[config.mk]
export PLATFORM = sky130hd
export DESIGN_NAME = uart_tx_byte
export DESIGN_NICKNAME = d
export VERILOG_FILES = /design/src/rtl/uart_pkg.sv /design/src/rtl/uart_baud_gen.sv /design/src/rtl/uart_tx_byte.sv
export SDC_FILE = /design/constraint.sdc
export NUM_CORES = 1
export LEC_CHECK = 0
export CORE_MARGIN = 2
export CORE_UTILIZATION = 25
export DETAILED_ROUTE_END_ITERATION = 10
export PLACE_DENSITY = 0.44
export SLEW_MARGIN = 20
export SYNTH_ARGS = -nofsm -noshare
export SYNTH_HDL_FRONTEND = slang
export SYNTH_SLANG_ARGS = --single-unit
[constraint.sdc]
create_clock -name clk -period 2.2 [get_ports clk]
set_clock_uncertainty 0.05 [all_clocks]
set_input_delay 0.44 -clock clk [delete_from_list [all_inputs] [get_ports clk]]
set_output_delay 0.44 -clock clk [all_outputs]
set_load 0.005 [all_outputs]
[src/rtl/uart_pkg.sv]
// rtl/uart_pkg.sv - shared UART definitions for the transmit and receive paths
//   uart_state_t  : frame FSM states (IDLE, START, DATA, STOP)
//   DATA_BITS     : payload bits per frame
//   clks_per_bit  : system clocks per serial bit for a given clock and line rate
package uart_pkg;

    typedef enum logic [1:0] {
        IDLE  = 2'd0,
        START = 2'd1,
        DATA  = 2'd2,
        STOP  = 2'd3
    } uart_state_t;

    localparam int DATA_BITS = 8;

    // Integer division; callers must pick rates that give a result >= 2.
    function automatic int clks_per_bit(input int freq, input int baud);
        return freq / baud;
    endfunction

endpackage

[src/rtl/uart_baud_gen.sv]
// rtl/uart_baud_gen.sv - bit-period counter for the UART frame FSM
//   clk     in  system clock
//   rst     in  synchronous active-low reset
//   clear   in  hold the counter at 0 (used while the line is idle)
//   bit_end out high on the last cycle of each bit period
module uart_baud_gen #(
    parameter int CLKS_PER_BIT = 4
) (
    input  logic clk,
    input  logic rst,
    input  logic clear,
    output logic bit_end
);

    localparam int                CNT_W = (CLKS_PER_BIT > 1) ? $clog2(CLKS_PER_BIT) : 1;
    localparam logic [CNT_W-1:0]  LAST  = CNT_W'(CLKS_PER_BIT - 1);

    logic [CNT_W-1:0] cnt;

    always_ff @(posedge clk) begin
        if (!rst) begin
            cnt <= '0;
        end else if (clear || (cnt == LAST)) begin
            cnt <= '0;
        end else begin
            cnt <= cnt + CNT_W'(1);
        end
    end

    // Suppressed while cleared so an idle line never reports a bit boundary.
    assign bit_end = !clear && (cnt == LAST);

endmodule

[src/rtl/uart_tx_byte.sv]
// rtl/uart_tx_byte.sv - 8N1 UART transmitter, one byte per start/ready handshake
//   clk       in   system clock
//   rst       in   synchronous active-low reset; aborts a frame in progress
//   tx_start  in   send request, honoured only while tx_ready=1
//   tx_data   in   byte to send, captured in the accept cycle
//   tx_ready  out  idle and able to accept tx_start this cycle
//   tx_done   out  registered one-cycle pulse after the stop bit completes
//   tx        out  registered serial line, idles high
module uart_tx_byte
    import uart_pkg::*;
#(
    parameter int CLK_FREQ  = 100_000_000,
    parameter int BAUD_RATE = 9600
) (
    input  logic       clk,
    input  logic       rst,
    input  logic       tx_start,
    input  logic [7:0] tx_data,
    output logic       tx_ready,
    output logic       tx_done,
    output logic       tx
);

    localparam int         CLKS_PER_BIT = clks_per_bit(CLK_FREQ, BAUD_RATE);
    localparam logic [2:0] LAST_BIT     = 3'(DATA_BITS - 1);

    uart_state_t state;
    logic [2:0]  bit_idx;
    logic [7:0]  shreg;
    logic        bit_end;

    // The counter is held at 0 while idle, so the start bit gets a full
    // period starting the cycle after the accept edge.
    uart_baud_gen #(
        .CLKS_PER_BIT (CLKS_PER_BIT)
    ) u_baud_gen (
        .clk     (clk),
        .rst     (rst),
        .clear   (state == IDLE),
        .bit_end (bit_end)
    );

    assign tx_ready = (state == IDLE);

    // tx is loaded together with each state change so the line value always
    // lines up with the bit period that the state describes.
    always_ff @(posedge clk) begin
        if (!rst) begin
            state   <= IDLE;
            tx      <= 1'b1;
            tx_done <= 1'b0;
            bit_idx <= '0;
            shreg   <= '0;
        end else begin
            tx_done <= 1'b0;
            case (state)
                IDLE: begin
                    tx <= 1'b1;
                    if (tx_start) begin
                        shreg   <= tx_data;
                        bit_idx <= '0;
                        tx      <= 1'b0;
                        state   <= START;
                    end
                end
                START: begin
                    if (bit_end) begin
                        bit_idx <= '0;
                        tx      <= shreg[0];
                        state   <= DATA;
                    end
                end
                DATA: begin
                    if (bit_end) begin
                        shreg <= shreg >> 1;
                        if (bit_idx == LAST_BIT) begin
                            bit_idx <= '0;
                            tx      <= 1'b1;
                            state   <= STOP;
                        end else begin
                            bit_idx <= bit_idx + 3'd1;
                            tx      <= shreg[1];
                        end
                    end
                end
                STOP: begin
                    tx <= 1'b1;
                    if (bit_end) begin
                        tx_done <= 1'b1;
                        state   <= IDLE;
                    end
                end
                default: begin
                    tx    <= 1'b1;
                    state <= IDLE;
                end
            endcase
        end
    end

endmodule
# Word-level counts from Yosys, hierarchy flattened
# Cells that the tools add are included.
[op_classes]
n_addsub = 2
n_reduce_logical = 12
n_eq_ne = 10
bitwise_logic = 1
muxes = 20
[ops]
columns = ["op", "n"]
rows = [
  ["8-bit two-way mux", 2],
  ["8-bit case mux with 2 select lines", 1],
  ["14-bit by 1-bit adder with 14-bit output, second input constant", 1],
  ["14-bit equality test, second input constant", 1],
  ["3-bit two-way mux", 4],
  ["2-bit two-way mux", 5],
  ["2-bit != test, second input constant", 5],
  ["3-bit case mux with 3 select lines", 1],
  ["2-bit case mux with 4 select lines", 1],
  ["1-bit two-way mux", 5],
  ["5-bit AND reduction", 1],
  ["2-bit equality test, second input constant", 2],
  ["1-bit case mux with 4 select lines", 1],
  ["2-bit AND reduction", 2],
  ["4-bit AND reduction", 1],
  ["3-bit by 1-bit adder with 3-bit output, second input constant", 1],
  ["3-bit equality test, second input constant", 1],
  ["3-bit AND reduction", 1],
  ["3-bit nonzero test", 1],
  ["2-bit by 1-bit equality test with 1-bit output, second input constant", 1],
  ["2-bit zero test", 1],
  ["2-bit nonzero test", 1],
  ["2-bit OR reduction", 1],
  ["1-bit logical AND", 1],
  ["other kinds (3)", 3],
]
[word_totals]
input_bits = 11
elab_cells = 51
output_inout_bits = 3
regBits = 29

# Longest topological paths before layout
[depth]
ltp_word = 5
mapped_depth = 8
ltp_nobuf = 6

# By module
# A second synthesis with hierarchy kept.
[hier_totals]
hier_cells = 153
area_unflattened_um2 = 1472.7
[modules_own_cells]
columns = ["mod", "seq_area_each_um2", "n_inst", "area_per_inst_um2", "cells_each"]
rows = [
  ["uart_tx_byte", 300.3, 1, 843.3, 84],
  ["uart_baud_gen", 280.3, 1, 629.4, 69],
]

# Least setup slack after synthesis
# OpenSTA, ideal clock, no wires.
[synth_timing]
kind = "reg2reg"
start = "register u_baud_gen.cnt[9]"
end = "register bit_idx[1]"
slack_ns = 0.372
period_less_slack_ns = 1.828
setup_ns = 0.117
t_required_ns = 2.033
path_stages_with_launch = 6
n_path_buf = 1
arrival_ns = 1.661
cell_sequence = "dfxtp_1 or4b_4 nor4_4 buf_6 o21ai_2 a32o_2"
[synth_between]
elab_chain_cells = 4
elab_cells_between_ends = 5
cone_classes = "eq/ne (3); reduce/logical (2)"
[synth_lines]
columns = ["item", "line_no", "rtl"]
rows = [
  ["start, declared", "uart_baud_gen.sv:18", "logic [CNT_W-1:0] cnt;"],
  ["start signal, assigned", "uart_baud_gen.sv:26", "cnt <= cnt + CNT_W'(1);"],
  ["14-bit equality test (*)", "uart_baud_gen.sv:31", "assign bit_end = !clear && (cnt == LAST);"],
  ["1-bit logical AND (*)", "uart_baud_gen.sv:31", ""],
  ["2-bit != test (no line)", "--", ""],
  ["4-bit AND reduction (no line) (*)", "--", ""],
  ["end signal, assigned", "uart_tx_byte.sv:81", "bit_idx <= bit_idx + 3'd1;"],
  ["end, declared", "uart_tx_byte.sv:28", "logic [2:0] bit_idx;"],
]
# Every way passes the cells marked *; elsewhere a longest branch is shown, timed or not.
# A chain may end at the register's enable or synchronous reset.

# Worst setup path in the final report
[layout_timing]
start = "register state[0]"
end = "output tx_ready"
[layout_between]
elab_chain_cells = 1
[layout_lines]
columns = ["item", "line_no", "rtl"]
rows = [
  ["start, declared", "uart_tx_byte.sv:27", "uart_state_t state;"],
  ["start signal, assigned", "uart_tx_byte.sv:49", "state <= IDLE;"],
  ["start signal, assigned", "uart_tx_byte.sv:63", "state <= START;"],
  ["start signal, assigned", "uart_tx_byte.sv:70", "state <= DATA;"],
  ["2-bit zero test", "uart_tx_byte.sv:43", "assign tx_ready = (state == IDLE);"],
  ["end, declared", "uart_tx_byte.sv:19", "output logic tx_ready,"],
]
# No other way between the ends.

==> flow_results.xml <==
<?xml version="1.0" encoding="UTF-8"?>
<metrics>
  <group name="pwr">
    <metric name="power_per_cell_area" unit="nW/um^2">839</metric>
    <metric name="overall_power_after_layout" unit="W">0.00155</metric>
    <metric name="max-vdd-ir-drop" unit="V">0.000254</metric>
    <metric name="leakagePower" unit="nW">0.709</metric>
  </group>
  <group name="synthesis">
    <metric name="asyncSetResetFlopFracSynth" unit="">0</metric>
    <metric name="synth.yosys.warnings" unit="">0</metric>
    <metric name="synthDistinctLibCells" unit="">38</metric>
    <metric name="syn_nets" unit="">183</metric>
    <metric name="synthDominantAreaCellType" unit="">sky130_fd_sc_hd__dfxtp_1</metric>
    <metric name="most_frequent_cell_after_synthesis" unit="">sky130_fd_sc_hd__dfxtp_1</metric>
    <metric name="ys_top_cells_by_area" unit="">sky130_fd_sc_hd__dfxtp_1, sky130_fd_sc_hd__xnor2_1, sky130_fd_sc_hd__ha_1</metric>
    <metric name="synth.top_cell.area_share" unit="">0.386</metric>
    <metric name="synthCells" unit="">165</metric>
    <metric name="number_of_storage_elements_in_the_synthesis_netlist" unit="">29</metric>
    <metric name="synth_edf_count" unit="">0</metric>
    <metric name="ys_seq_area_frac" unit="">0.386</metric>
    <metric name="avgSynthCellArea" unit="um^2">9.11</metric>
    <metric name="synth_cell_area" unit="um^2">1500</metric>
    <metric name="top_post_synthesis_cells_by_count" unit="">sky130_fd_sc_hd__dfxtp_1, sky130_fd_sc_hd__nand2_1, sky130_fd_sc_hd__nor2_1</metric>
    <metric name="synth_flop_cell" unit="">sky130_fd_sc_hd__dfxtp_1</metric>
  </group>
  <group name="timing">
    <metric name="time_the_final_worst_path_needs_with_i_o_delays_and_setup" unit="ps">2060</metric>
    <metric name="fin_tns_setup" unit="ps">0</metric>
    <metric name="finalCritPeriodShare" unit="">0.934</metric>
    <metric name="setup_repair_after_global_routing_missed_its_margin" unit="">false</metric>
    <metric name="setup_violators_final" unit="">0</metric>
    <metric name="timing_max_transition_violations_final" unit="">0</metric>
    <metric name="fmaxAchievable" unit="GHz">0.487</metric>
    <metric name="fin_ws" unit="ps">145</metric>
    <metric name="hold_violations" unit="">0</metric>
    <metric name="worst_slew_margin_rel" unit="">0.608</metric>
    <metric name="final_hold_slack" unit="ps">409</metric>
    <metric name="least_margin_pin_slew" unit="ps">588</metric>
  </group>
  <group name="routing">
    <metric name="route.detailed.wl_per_inst" unit="um">11.0</metric>
    <metric name="drt_wl_total" unit="um">2860</metric>
    <metric name="drt_drc_violations_left" unit="">0</metric>
    <metric name="antenna_violating_nets_post_route" unit="">0</metric>
    <metric name="detailroute.via_count" unit="">1181</metric>
    <metric name="drt-initial-drc-count" unit="">40</metric>
    <metric name="via_per_inst" unit="">4.52</metric>
    <metric name="drt-pass1-iter-count" unit="">4</metric>
  </group>
  <group name="cts">
    <metric name="clock_tree_from_tritoncts" unit="">yes</metric>
    <metric name="number_of_levels_in_the_clock_h_tree" unit="">2</metric>
    <metric name="ctsLongestPathBuffers" unit="">2</metric>
    <metric name="numCtsBuffers" unit="">5</metric>
    <metric name="cts_root_buffer" unit="">sky130_fd_sc_hd__clkbuf_8</metric>
    <metric name="hold_buffers" unit="">0</metric>
    <metric name="clock_latency" unit="ps">280</metric>
    <metric name="path_clk_slew" unit="ps">70</metric>
    <metric name="numClockSinks" unit="">29</metric>
    <metric name="post_cts.repair.setup_buffers" unit="">0</metric>
    <metric name="cts_repair_resize_count" unit="">0</metric>
  </group>
  <group name="setup_path">
    <metric name="list_of_cells_traversed_by_the_critical_path" unit="">inv_1 -&gt; ha_1 -&gt; buf_4 -&gt; clkdlybuf4s50_1</metric>
    <metric name="start_kind" unit="">register</metric>
    <metric name="critPathArrivalTime" unit="ps">1570</metric>
    <metric name="timing.critical_path.to" unit="">tx_ready</metric>
    <metric name="crit_required" unit="ps">1710</metric>
    <metric name="reg2reg_setup_slack" unit="ps">220</metric>
    <metric name="kind_of_end_point_of_the_critical_path" unit="">primary output</metric>
    <metric name="crit_path_start" unit="">state[0]$_SDFFE_PN0P_</metric>
    <metric name="crit-reg2reg-launch" unit="">u_baud_gen.cnt[9]$_SDFF_PP0_</metric>
    <metric name="worstSetupPathDepth" unit="">4</metric>
    <metric name="worst_path_largest_cell_delay" unit="ps">500</metric>
    <metric name="r2r_end" unit="">state[0]$_SDFFE_PN0P_</metric>
    <metric name="cp.buffers_inverters" unit="">3</metric>
    <metric name="cpLargestDelayFamily" unit="">buffers and inverters</metric>
    <metric name="depth_of_the_worst_register_to_register_path" unit="">5</metric>
    <metric name="type_of_the_worst_setup_path" unit="">reg2out</metric>
    <metric name="cp_max_fo" unit="">6</metric>
    <metric name="slowest_stage" unit="">sky130_fd_sc_hd__clkdlybuf4s50_1</metric>
  </group>
  <group name="cells_and_area">
    <metric name="antenna-diode-count" unit="">0</metric>
    <metric name="final_area" unit="um^2">1850</metric>
    <metric name="final_layout_size_suffix_gt1_frac" unit="">0.172</metric>
    <metric name="final_stage_net_count" unit="">203</metric>
    <metric name="flow.area_growth_from_synthesis" unit="%">23.0</metric>
  </group>
  <group name="global_routing">
    <metric name="grt_pass1_wl" unit="um">4930</metric>
    <metric name="antenna_found_initial" unit="">0</metric>
    <metric name="grt_start_max_net_pins" unit="">19</metric>
    <metric name="grt_use_total" unit="">0.0956</metric>
    <metric name="grt-ovfl-total" unit="">0</metric>
    <metric name="via_count_of_the_first_global_routing_pass" unit="">1088</metric>
  </group>
  <group name="die">
    <metric name="floorplan.die.height" unit="um">81.6</metric>
    <metric name="num_io_pins" unit="">14</metric>
    <metric name="die_area" unit="um^2">6650</metric>
    <metric name="starting_utilization_of_the_core_area" unit="">0.257</metric>
    <metric name="dieWidth" unit="um">81.6</metric>
    <metric name="core-area" unit="um^2">5850</metric>
    <metric name="placement_rows" unit="">28</metric>
  </group>
  <group name="run_status">
    <metric name="status" unit="">finished clean</metric>
  </group>
  <group name="placement">
    <metric name="hpwlAfterDp" unit="um">2070</metric>
    <metric name="io_buffer_count" unit="">13</metric>
    <metric name="placement.setup.worst_slack" unit="ps">211</metric>
    <metric name="globalplace.congestion" unit="">0.754</metric>
    <metric name="placedInstanceArea" unit="um^2">1750</metric>
  </group>
  <group name="run">
    <metric name="drv_cap" unit="">0</metric>
  </group>
  <group name="hold_path">
    <metric name="hold_path.class" unit="">reg2reg</metric>
  </group>
</metrics>
==> flip-flops by register name, summed over array words and instances (netlist names) <==
name            cells
tx_done             1
u_baud_gen.cnt     14
shreg               8
bit_idx             3
state               2
tx                  1
==> layer usage <==
metal	vias up	global-route usage	part of all wire
met2	19	0.147	0.43
met4	0	0.0373	0.015
li1	616	-	-
met3	6	0.0363	0.044
met1	540	0.121	0.51
met5	-	0	0
==> cell usage in the layout, fill, tap and decap left out, types with 8 or more instances in the layout <==
cell	netlist	final
sky130_fd_sc_hd__clkdlybuf4s50_1	0	13
sky130_fd_sc_hd__xnor2_1	11	11
sky130_fd_sc_hd__nor2_1	21	21
sky130_fd_sc_hd__nand2_1	22	22
sky130_fd_sc_hd__dfxtp_1	29	29
sky130_fd_sc_hd__mux2i_1	8	8
sky130_fd_sc_hd__inv_1	8	8
sky130_fd_sc_hd__buf_4	0	8
==> power breakdown <==
group	internal (W)	leakage [nW]	switching, W
logic	0.000209	0.419	0.000220
registers	0.000595	0.236	0.0000401
clock network	0.000282	0.0542	0.000206
total	0.00109	0.709	0.000466
==> worst min-delay path, stage by stage, from the launching register on <==
cell and delay [ps]:
sky130_fd_sc_hd__dfxtp_1 310, sky130_fd_sc_hd__nand2_1 50, sky130_fd_sc_hd__mux2i_1 50
==> how the worst min path moves through the flow <==
stage	depth (start not counted)	from	to	slack, ps
2_1_floorplan	1	u_baud_gen.cnt[0]$_SDFF_PP0_	u_baud_gen.cnt[0]$_SDFF_PP0_	380
3_3_place_gp	1	u_baud_gen.cnt[0]$_SDFF_PP0_	u_baud_gen.cnt[0]$_SDFF_PP0_	390
3_5_place_dp	2	shreg[7]$_SDFFE_PN0P_	shreg[7]$_SDFFE_PN0P_	400
4_1_cts	2	shreg[2]$_SDFFE_PN0P_	shreg[2]$_SDFFE_PN0P_	410
5_1_grt	2	shreg[5]$_SDFFE_PN0P_	shreg[5]$_SDFFE_PN0P_	420
6_report	2	shreg[4]$_SDFFE_PN0P_	shreg[4]$_SDFFE_PN0P_	410
==> metrics by stage <==
step	std cells	utilization
global route	261	0.316
detailed placement	253	0.299
global placement	253	0.299
finish	261	0.316
floorplan	165	-
CTS	261	0.316
==> cell families (layout without fill, tap and decap cells) <==
kind of cell,count (synthesis),in the layout,share of synthesized area
and+or+nand+nor,71,71,0.245
DFF,29,29,0.386
buffers and inverters,16,37,0.0466
AOI/OAI and AO/OA,15,15,0.0882
muxes,15,15,0.106
xor gates and xnor gates,12,12,0.0699
adders and majority gates,7,7,0.0582
==> layout make-up <==
cell class                      instances  area [um^2]
Tap cell                               75         93.8
Clock buffer                            7         96.3
Sequential cell                        29          581
Multi-Input combinational cell        120          853
Fill cell                             607         4000
Timing Repair Buffer                   21          190
Inverter                                8         30.0
Clock inverter                          1         5.00
Note: power is estimated with default switching activity, not from simulation.
